**src/rtl/reorder_buffer_pkg.sv**
```systemverilog
// Shared constants and types for the reorder buffer: entry geometry, physical
// register width and the bit offsets of the three completion lanes.
package reorder_buffer_pkg;

  localparam int ROB_DEPTH = 32;
  localparam int ROB_W     = 5;
  localparam int ROB_CNT_W = ROB_W + 1;
  localparam int PR_ADDR_W = 6;
  localparam int ARCH_W    = 4;
  localparam int ADDR_W    = 16;

  // Lane positions inside ROB_entries_in: {arith, mem, term}
  localparam int LANE_ARITH_LSB = 10;
  localparam int LANE_MEM_LSB   = 5;
  localparam int LANE_TERM_LSB  = 0;

  typedef struct packed {
    logic [2*ARCH_W-1:0]    arch;
    logic [2*PR_ADDR_W-1:0] phys;
    logic [2*PR_ADDR_W-1:0] old_phys;
    logic [1:0]             mask;
  } rob_op_t;

  function automatic logic [ROB_W-1:0] lane_index(input logic [3*ROB_W-1:0] entries,
                                                  input int lsb);
    return entries[lsb +: ROB_W];
  endfunction

endpackage

```
**src/rtl/reorder_buffer_rob_ptr.sv**
```systemverilog
// Wrapping head/tail pointers and occupancy count for the reorder buffer.
// A flush empties the buffer just past the retiring head.
module reorder_buffer_rob_ptr
  import reorder_buffer_pkg::*;
(
  input  logic                 clk,
  input  logic                 rst,
  input  logic                 inc_head,
  input  logic                 inc_tail,
  input  logic                 flush,
  output logic [ROB_W-1:0]     head,
  output logic [ROB_CNT_W-1:0] count,
  output logic [ROB_W-1:0]     tail
);

  logic [ROB_W-1:0]     head_r;
  logic [ROB_W-1:0]     tail_r;
  logic [ROB_CNT_W-1:0] count_r;
  logic [ROB_W-1:0]     head_nxt_s;
  logic [ROB_W-1:0]     tail_nxt_s;
  logic [ROB_CNT_W-1:0] count_nxt_s;

  // Next pointer values; pointers wrap naturally at the power-of-two depth
  always_comb begin
    head_nxt_s  = head_r + ROB_W'(inc_head);
    tail_nxt_s  = tail_r;
    count_nxt_s = count_r;
    if (flush) begin
      tail_nxt_s  = head_nxt_s;
      count_nxt_s = {ROB_CNT_W{1'b0}};
    end else begin
      tail_nxt_s  = tail_r + ROB_W'(inc_tail);
      count_nxt_s = count_r + ROB_CNT_W'(inc_tail) - ROB_CNT_W'(inc_head);
    end
  end

  // Pointer and count registers
  always_ff @(posedge clk) begin
    if (rst) begin
      head_r  <= {ROB_W{1'b0}};
      tail_r  <= {ROB_W{1'b0}};
      count_r <= {ROB_CNT_W{1'b0}};
    end else begin
      head_r  <= head_nxt_s;
      tail_r  <= tail_nxt_s;
      count_r <= count_nxt_s;
    end
  end

  assign head  = head_r;
  assign tail  = tail_r;
  assign count = count_r;

endmodule

```
**src/rtl/reorder_buffer.sv**
```systemverilog
// In-order retirement buffer: allocates renamed ops at the tail, collects
// out-of-order completions from three lanes, retires one op per cycle at the head.
module reorder_buffer
  import reorder_buffer_pkg::*;
#(
  parameter int DEPTH = ROB_DEPTH
) (
  input  logic                   clk,
  input  logic                   rst,
  input  logic                   alloc_valid,
  output logic                   alloc_ready,
  input  logic [2*ARCH_W-1:0]    alloc_arch_regs,
  input  logic [2*PR_ADDR_W-1:0] alloc_phys_regs,
  input  logic [2*PR_ADDR_W-1:0] alloc_old_phys,
  input  logic [1:0]             alloc_dest_mask,
  output logic [ROB_W-1:0]       alloc_entry,
  input  logic                   complete_arith_valid,
  input  logic                   complete_mem_valid,
  input  logic [3*ROB_W-1:0]     ROB_entries_in,
  input  logic                   complete_term_valid,
  output logic                   complete_term_ready,
  input  logic                   complete_term_failed,
  input  logic [ADDR_W-1:0]      term_address,
  output logic                   commit_valid,
  output logic [2*ARCH_W-1:0]    commit_arch_regs,
  output logic [2*PR_ADDR_W-1:0] commit_phys_regs,
  output logic [2*PR_ADDR_W-1:0] commit_free_regs,
  output logic [1:0]             commit_dest_mask,
  output logic                   flush,
  output logic [ADDR_W-1:0]      redirect_addr
);

  logic [ROB_W-1:0]     head_s;
  logic [ROB_W-1:0]     tail_s;
  logic [ROB_CNT_W-1:0] count_s;

  logic [DEPTH-1:0] valid_r;
  logic [DEPTH-1:0] done_r;
  logic [DEPTH-1:0] failed_r;
  rob_op_t          op_r   [DEPTH];
  logic [ADDR_W-1:0] addr_r [DEPTH];

  logic             commit_s;
  logic             flush_s;
  logic             not_full_s;
  logic             alloc_fire_s;
  logic             arith_hit_s;
  logic             mem_hit_s;
  logic             term_hit_s;
  logic [ROB_W-1:0] arith_idx_s;
  logic [ROB_W-1:0] mem_idx_s;
  logic [ROB_W-1:0] term_idx_s;

  reorder_buffer_rob_ptr u_ptr (
    .clk      (clk),
    .rst      (rst),
    .inc_head (commit_s),
    .inc_tail (alloc_fire_s),
    .flush    (flush_s),
    .head     (head_s),
    .count    (count_s),
    .tail     (tail_s)
  );

  // Retirement, flush and handshake decisions from registered state
  always_comb begin
    commit_s = 1'b0;
    flush_s  = 1'b0;
    if ((count_s != {ROB_CNT_W{1'b0}}) && valid_r[head_s] && done_r[head_s]) begin
      commit_s = 1'b1;
      flush_s  = failed_r[head_s];
    end else begin
      commit_s = 1'b0;
      flush_s  = 1'b0;
    end
    not_full_s   = (count_s != ROB_CNT_W'(DEPTH));
    alloc_fire_s = alloc_valid && not_full_s && !flush_s;
    arith_idx_s  = lane_index(ROB_entries_in, LANE_ARITH_LSB);
    mem_idx_s    = lane_index(ROB_entries_in, LANE_MEM_LSB);
    term_idx_s   = lane_index(ROB_entries_in, LANE_TERM_LSB);
    // Strobes to empty slots are dropped; a flush discards everything younger
    arith_hit_s  = complete_arith_valid && valid_r[arith_idx_s];
    mem_hit_s    = complete_mem_valid && valid_r[mem_idx_s];
    term_hit_s   = complete_term_valid && !flush_s && valid_r[term_idx_s];
  end

  // Output drive; retirement data is forced to zero when nothing retires
  always_comb begin
    alloc_ready         = not_full_s && !flush_s;
    alloc_entry         = tail_s;
    complete_term_ready = !flush_s;
    commit_valid        = commit_s;
    flush               = flush_s;
    commit_arch_regs    = {(2*ARCH_W){1'b0}};
    commit_phys_regs    = {(2*PR_ADDR_W){1'b0}};
    commit_free_regs    = {(2*PR_ADDR_W){1'b0}};
    commit_dest_mask    = 2'b00;
    redirect_addr       = {ADDR_W{1'b0}};
    if (commit_s) begin
      commit_arch_regs = op_r[head_s].arch;
      commit_phys_regs = op_r[head_s].phys;
      commit_free_regs = op_r[head_s].old_phys;
      commit_dest_mask = op_r[head_s].mask;
    end else begin
      commit_dest_mask = 2'b00;
    end
    if (flush_s) begin
      redirect_addr = addr_r[head_s];
    end else begin
      redirect_addr = {ADDR_W{1'b0}};
    end
  end

  // Entry status flags; alloc is applied last so it overrides stale updates
  always_ff @(posedge clk) begin
    if (rst) begin
      valid_r  <= {DEPTH{1'b0}};
      done_r   <= {DEPTH{1'b0}};
      failed_r <= {DEPTH{1'b0}};
    end else if (flush_s) begin
      valid_r  <= {DEPTH{1'b0}};
      done_r   <= {DEPTH{1'b0}};
      failed_r <= {DEPTH{1'b0}};
    end else begin
      if (arith_hit_s) begin
        done_r[arith_idx_s] <= 1'b1;
      end
      if (mem_hit_s) begin
        done_r[mem_idx_s] <= 1'b1;
      end
      if (term_hit_s) begin
        done_r[term_idx_s]   <= 1'b1;
        failed_r[term_idx_s] <= complete_term_failed;
      end
      if (commit_s) begin
        valid_r[head_s]  <= 1'b0;
        done_r[head_s]   <= 1'b0;
        failed_r[head_s] <= 1'b0;
      end
      if (alloc_fire_s) begin
        valid_r[tail_s]  <= 1'b1;
        done_r[tail_s]   <= 1'b0;
        failed_r[tail_s] <= 1'b0;
      end
    end
  end

  // Entry payload; only meaningful while the matching valid flag is set
  always_ff @(posedge clk) begin
    if (alloc_fire_s) begin
      op_r[tail_s]   <= '{arch: alloc_arch_regs, phys: alloc_phys_regs,
                          old_phys: alloc_old_phys, mask: alloc_dest_mask};
      addr_r[tail_s] <= {ADDR_W{1'b0}};
    end
    if (term_hit_s) begin
      addr_r[term_idx_s] <= term_address;
    end
  end

endmodule

```
**config.mk**
```make
export PLATFORM = sky130hd
export DESIGN_NAME = reorder_buffer
export DESIGN_NICKNAME = d
export VERILOG_FILES = /design/src/rtl/reorder_buffer_pkg.sv /design/src/rtl/reorder_buffer_rob_ptr.sv /design/src/rtl/reorder_buffer.sv
export SDC_FILE = /design/constraint.sdc
export NUM_CORES = 2
export LEC_CHECK = 0
export BUFFER_PORTS_ARGS = -buffer_cell sky130_fd_sc_hd__buf_2
export CAP_MARGIN = 10
export CORE_ASPECT_RATIO = 1.75
export CORE_UTILIZATION = 60
export DETAILED_ROUTE_END_ITERATION = 8
export MAX_ROUTING_LAYER = met4
export PLACE_DENSITY = 0.77
export SKIP_LAST_GASP = 1
export SYNTH_ARGS = -nofsm -noshare
export SYNTH_HDL_FRONTEND = slang
export SYNTH_SLANG_ARGS = --single-unit
```
**constraint.sdc**
```tcl
create_clock -name clk -period 13.8 [get_ports clk]
set_input_delay 1.38 -clock clk [delete_from_list [all_inputs] [get_ports clk]]
set_output_delay 1.38 -clock clk [all_outputs]
set_load 0.01 [all_outputs]
```
==> tab_implementation.tex <==
\begin{tabular}{lr}
\hline
Metric & Value \\
\hline
\multicolumn{2}{l}{\textbf{Route}} \\
Vias post-DR & 41404 \\
Total detailed-routing wirelength & 210000 microns \\
Pre-antenna DRT Iters & 6 \\
Drc violations & 0 \\
Number of DRC markers after the initial detailed-route iteration & 5824 \\
Post-detailed-route count of antenna-violating nets & 0 \\
Average detailed-routed wire length per instance & 37.0 microns \\
Via-to-Cell Ratio & 7.28 \\
\multicolumn{2}{l}{\textbf{Global route}} \\
Fraction of met1 tracks used by global routing & 40.6\% \\
Total global routing overflow & 0 \\
First-pass GRT wire length & 298000 microns \\
Met3 usage & 8.30\% \\
Vias in the first global route & 41652 \\
Antenna violations before repair & 16 \\
GR met2 Demand/Resource & 59.1\% \\
Largest net degree at the start of global routing & 96 \\
All-layer global routing usage & 36.5\% \\
Most Used Layer, Global Route & met2 \\
\multicolumn{2}{l}{\textbf{Placement}} \\
Count of port buffers added during placement & 130 \\
HPWL Detailed & 117000 microns \\
Placed Cells & 5402 \\
Routability cong. & 1.03 \\
\multicolumn{2}{l}{\textbf{Logic synthesis}} \\
Number of enable-type register cells in the synthesized netlist & 1600 \\
Register area share after synthesis & 70.5\% \\
Biggest area contributors in the synthesized netlist & sky130\_fd\_sc\_hd\_\_edfxtp\_1 67\%, sky130\_fd\_sc\_hd\_\_mux4\_2 14\%, sky130\_fd\_sc\_hd\_\_and3\_1 3.2\%, sky130\_fd\_sc\_hd\_\_dfxtp\_1 3.1\%, sky130\_fd\_sc\_hd\_\_o22ai\_1 1.7\% \\
Count leader, synth & sky130\_fd\_sc\_hd\_\_edfxtp\_1 \\
Register bit total from synthesis & 1712 \\
Yosys top cell by area & sky130\_fd\_sc\_hd\_\_edfxtp\_1 \\
Syn Std Cell Area & 71400 sq um \\
Warning count from the yosys run & 0 \\
Netlist cell types & 78 \\
Syn nets & 4091 \\
Number of instances in the synthesized netlist & 4005 \\
Post-synthesis average cell area & 17.8 sq um \\
Post-synth top flop & sky130\_fd\_sc\_hd\_\_edfxtp\_1 \\
Proportion of register bits with asynchronous set or reset after synthesis & 0\% \\
Most frequent cells after synthesis & 1600 x sky130\_fd\_sc\_hd\_\_edfxtp\_1, 431 x sky130\_fd\_sc\_hd\_\_mux4\_2, 360 x sky130\_fd\_sc\_hd\_\_and3\_1, 246 x sky130\_fd\_sc\_hd\_\_clkbuf\_1, 192 x sky130\_fd\_sc\_hd\_\_o22ai\_1 \\
Post-synth top area share & 67.3\% \\
\multicolumn{2}{l}{\textbf{CTS}} \\
Clock tree from TritonCTS & built \\
Post CTS Setup Buffer Count & 0 \\
Clock latency reported for the late side of the worst-skew pair & 0.81 ns \\
Clock sink count & 1712 \\
Clock Tree Buf Depth & 3 \\
Post-CTS resize count & 0 \\
Inserted Clock Buffers & 146 \\
CTS root buffer & sky130\_fd\_sc\_hd\_\_clkbuf\_16 \\
Htree depth & 4 \\
Number of hold buffers added after cts & 0 \\
Clock transition at path regs & 0.07 ns \\
\multicolumn{2}{l}{\textbf{Status}} \\
Result of the run & complete, no violations \\
\multicolumn{2}{l}{\textbf{Hold path}} \\
Cell depth of the worst hold path & 2 \\
Endpoint, Worst Hold & failed\_r[6]\$\_SDFF\_PP0\_ \\
Worst hold start & failed\_r[6]\$\_SDFF\_PP0\_ \\
Worst Hold Class & register to register \\
\multicolumn{2}{l}{\textbf{Cells and area}} \\
Layout cell share with drive strength beyond 1 & 24.3\% \\
Area growth syn-to-layout & 9.84\% \\
Combined area of the multi-input logic cells & 20000 sq um \\
Total Nets Final & 4116 \\
Final std cells w/o fill & 5684 \\
Area taken by flip-flops and latches & 50300 sq um \\
Number of fill cells & 7492 \\
\multicolumn{2}{l}{\textbf{STA}} \\
Transition time of the tightest slew-check pin & 1.38 ns \\
Minimum period implied by the final worst setup slack & 7.52 ns \\
RSZ-0062 raised after global routing & false \\
Max Fclk & 133 MHz \\
Worst-case headroom to the max-slew limit & 6.92\% \\
Finish-stage setup viols & 0 \\
Portion of the clock cycle consumed by the worst path in the final layout & 54.5\% \\
Worst hold margin & 0.488 ns \\
Max-slew violation count & 0 \\
Sum of negative setup slack & 0 ns \\
Hold violation total from the final report & 0 \\
Final worst clock skew & 0.0375 ns \\
\multicolumn{2}{l}{\textbf{Die}} \\
Horizontal extent of the die & 263 microns \\
Number of primary I/O pins & 131 \\
Initial cell density of the core & 60.4\% \\
Core area & 118000 sq um \\
Area of the die & 120000 sq um \\
Number of rows in the core area & 167 \\
Vert. Die Dim & 458 microns \\
\multicolumn{2}{l}{\textbf{Worst setup path}} \\
Critical path's top delay family & buffers and inverters \\
R2r endpoint & u\_ptr.count[4]\$\_SDFF\_PP0\_ \\
Maximum fanout encountered on the critical timing path & 50 \\
Critical Path Sink Type & output port \\
Total buffers and inverters traversed by the critical path & 4 \\
Series of cell instances along the critical path & buf\_4 > buf\_4 > buf\_4 > mux4\_2 > o22ai\_1 > or4\_1 > nor2\_1 > buf\_2 \\
CP most frequent cell & sky130\_fd\_sc\_hd\_\_buf\_4 \\
CP max stage delay & 0.94 ns \\
Launching element type of the critical path & register \\
Worst r2r path cells & 17 \\
Worst reg2reg path startpoint & u\_ptr.head[1]\$\_SDFF\_PP0\_ \\
Register-to-register path setup slack & 7.40 ns \\
Crit path max-delay cell type & sky130\_fd\_sc\_hd\_\_buf\_4 \\
Data arrival time of the worst path & 6.14 ns \\
Required time worst endpoint & 12.42 ns \\
Category of the critical setup timing path & register to output port \\
Crit path from & u\_ptr.head[0]\$\_SDFF\_PP0\_ \\
\multicolumn{2}{l}{\textbf{Power}} \\
Static power due to leakage & 25.9 nW \\
VDD IR-drop max & 104 uV \\
Power density over the cells & 131 nW/um\^{}2 \\
\multicolumn{2}{l}{\textbf{Run}} \\
Max-capacitance violation count & 0 \\
\hline
\end{tabular}
[worst max-delay path by stage]
| stage | depth (start not counted) | end | slack (ns) |
|---|---|---|---|
| floorplan | 10 | addr_r[17][0]$_SDFFCE_PN0P_ | 9.16 |
| detailed placement | 8 | commit_dest_mask[0] | 7.12 |
| CTS | 8 | commit_dest_mask[0] | 6.20 |
| global route | 8 | commit_dest_mask[0] | 5.89 |
| global placement | 8 | commit_dest_mask[0] | 7.12 |
| finish | 8 | commit_dest_mask[0] | 6.28 |
[worst min-delay path, delay by kind of cell, from the launching register on]
kind | cells | cell delay [ns]
AOI/OAI and AO/OA | 2 | 0.13
DFF | 1 | 0.31
[where the power goes]
part	switching [mW]	total, mW	internal, mW
Sequential	0.0275	5.76	5.73
Clock	1.86	4.05	2.18
Combinational	0.356	0.485	0.129
[metal layers]
metal | wire, microns | part of all wire, % | vias up
li1 | - | - | 16412
met1 | 66300 | 32 | 21132
met2 | 106000 | 50 | 3061
met3 | 21300 | 10 | 799
met4 | 16600 | 7.9 | 0
met5 | 0 | 0 | -
[cells by family after synthesis]
kind of cell | synth area share, %
xor gates and xnor gates | 0.123
and+or+nand+nor | 7.61
adders and majority gates | 0.256
muxes | 14.4
DFF | 70.5
buffers and inverters | 2.17
AOI/OAI and AO/OA | 4.98
[through the flow]
step	total power [mW]	area (sq um)	utilization [%]	setup slack, ns
after floorplan	6.11	71400	-	9.16
after global placement	6.32	73700	62.4	7.12
after detailed placement	6.34	73700	62.4	7.12
after CTS	10.3	78300	66.3	6.20
after global routing	10.5	78400	66.4	5.89
final	10.3	78400	66.4	6.28
[layout make-up]
type	count	share of cell area [%]
sequential	1712	64.2
timing repair buffer	240	1.88
inverter	15	0.0718
clock inverter	68	0.824
clock buffer	194	5.05
tap	1521	2.43
antenna	19	0.0607
multi-input combinational	1915	25.5
[sequential cells by signal (all words and copies together), names as in the netlist]
| name | count |
|---|---|
| u_ptr.tail | 5 |
| valid_r | 32 |
| addr_r | 512 |
| failed_r | 32 |
| done_r | 32 |
| u_ptr.head | 5 |
| u_ptr.count | 6 |
| op_r | 1088 |
[layout by cell type (no fill, tap or decap), types with 29 or more instances in the layout]
| master | n |
|---|---|
| sky130_fd_sc_hd__edfxtp_1 | 1600 |
| sky130_fd_sc_hd__mux4_2 | 431 |
| sky130_fd_sc_hd__and3_1 | 360 |
| sky130_fd_sc_hd__o22ai_1 | 192 |
| sky130_fd_sc_hd__and2_1 | 169 |
| sky130_fd_sc_hd__clkbuf_16 | 150 |
| sky130_fd_sc_hd__buf_2 | 130 |
| sky130_fd_sc_hd__dfxtp_1 | 109 |
| sky130_fd_sc_hd__buf_4 | 109 |
| sky130_fd_sc_hd__nor2_1 | 92 |
| sky130_fd_sc_hd__nand2_1 | 89 |
| sky130_fd_sc_hd__or4_1 | 46 |
| sky130_fd_sc_hd__clkbuf_1 | 40 |
| sky130_fd_sc_hd__mux2i_1 | 38 |
| sky130_fd_sc_hd__nand3_1 | 35 |
| sky130_fd_sc_hd__nor2_4 | 32 |
| sky130_fd_sc_hd__o21a_1 | 32 |
| sky130_fd_sc_hd__a211oi_1 | 30 |
| sky130_fd_sc_hd__o31a_1 | 29 |
Note: power is estimated with default switching activity, not from simulation.
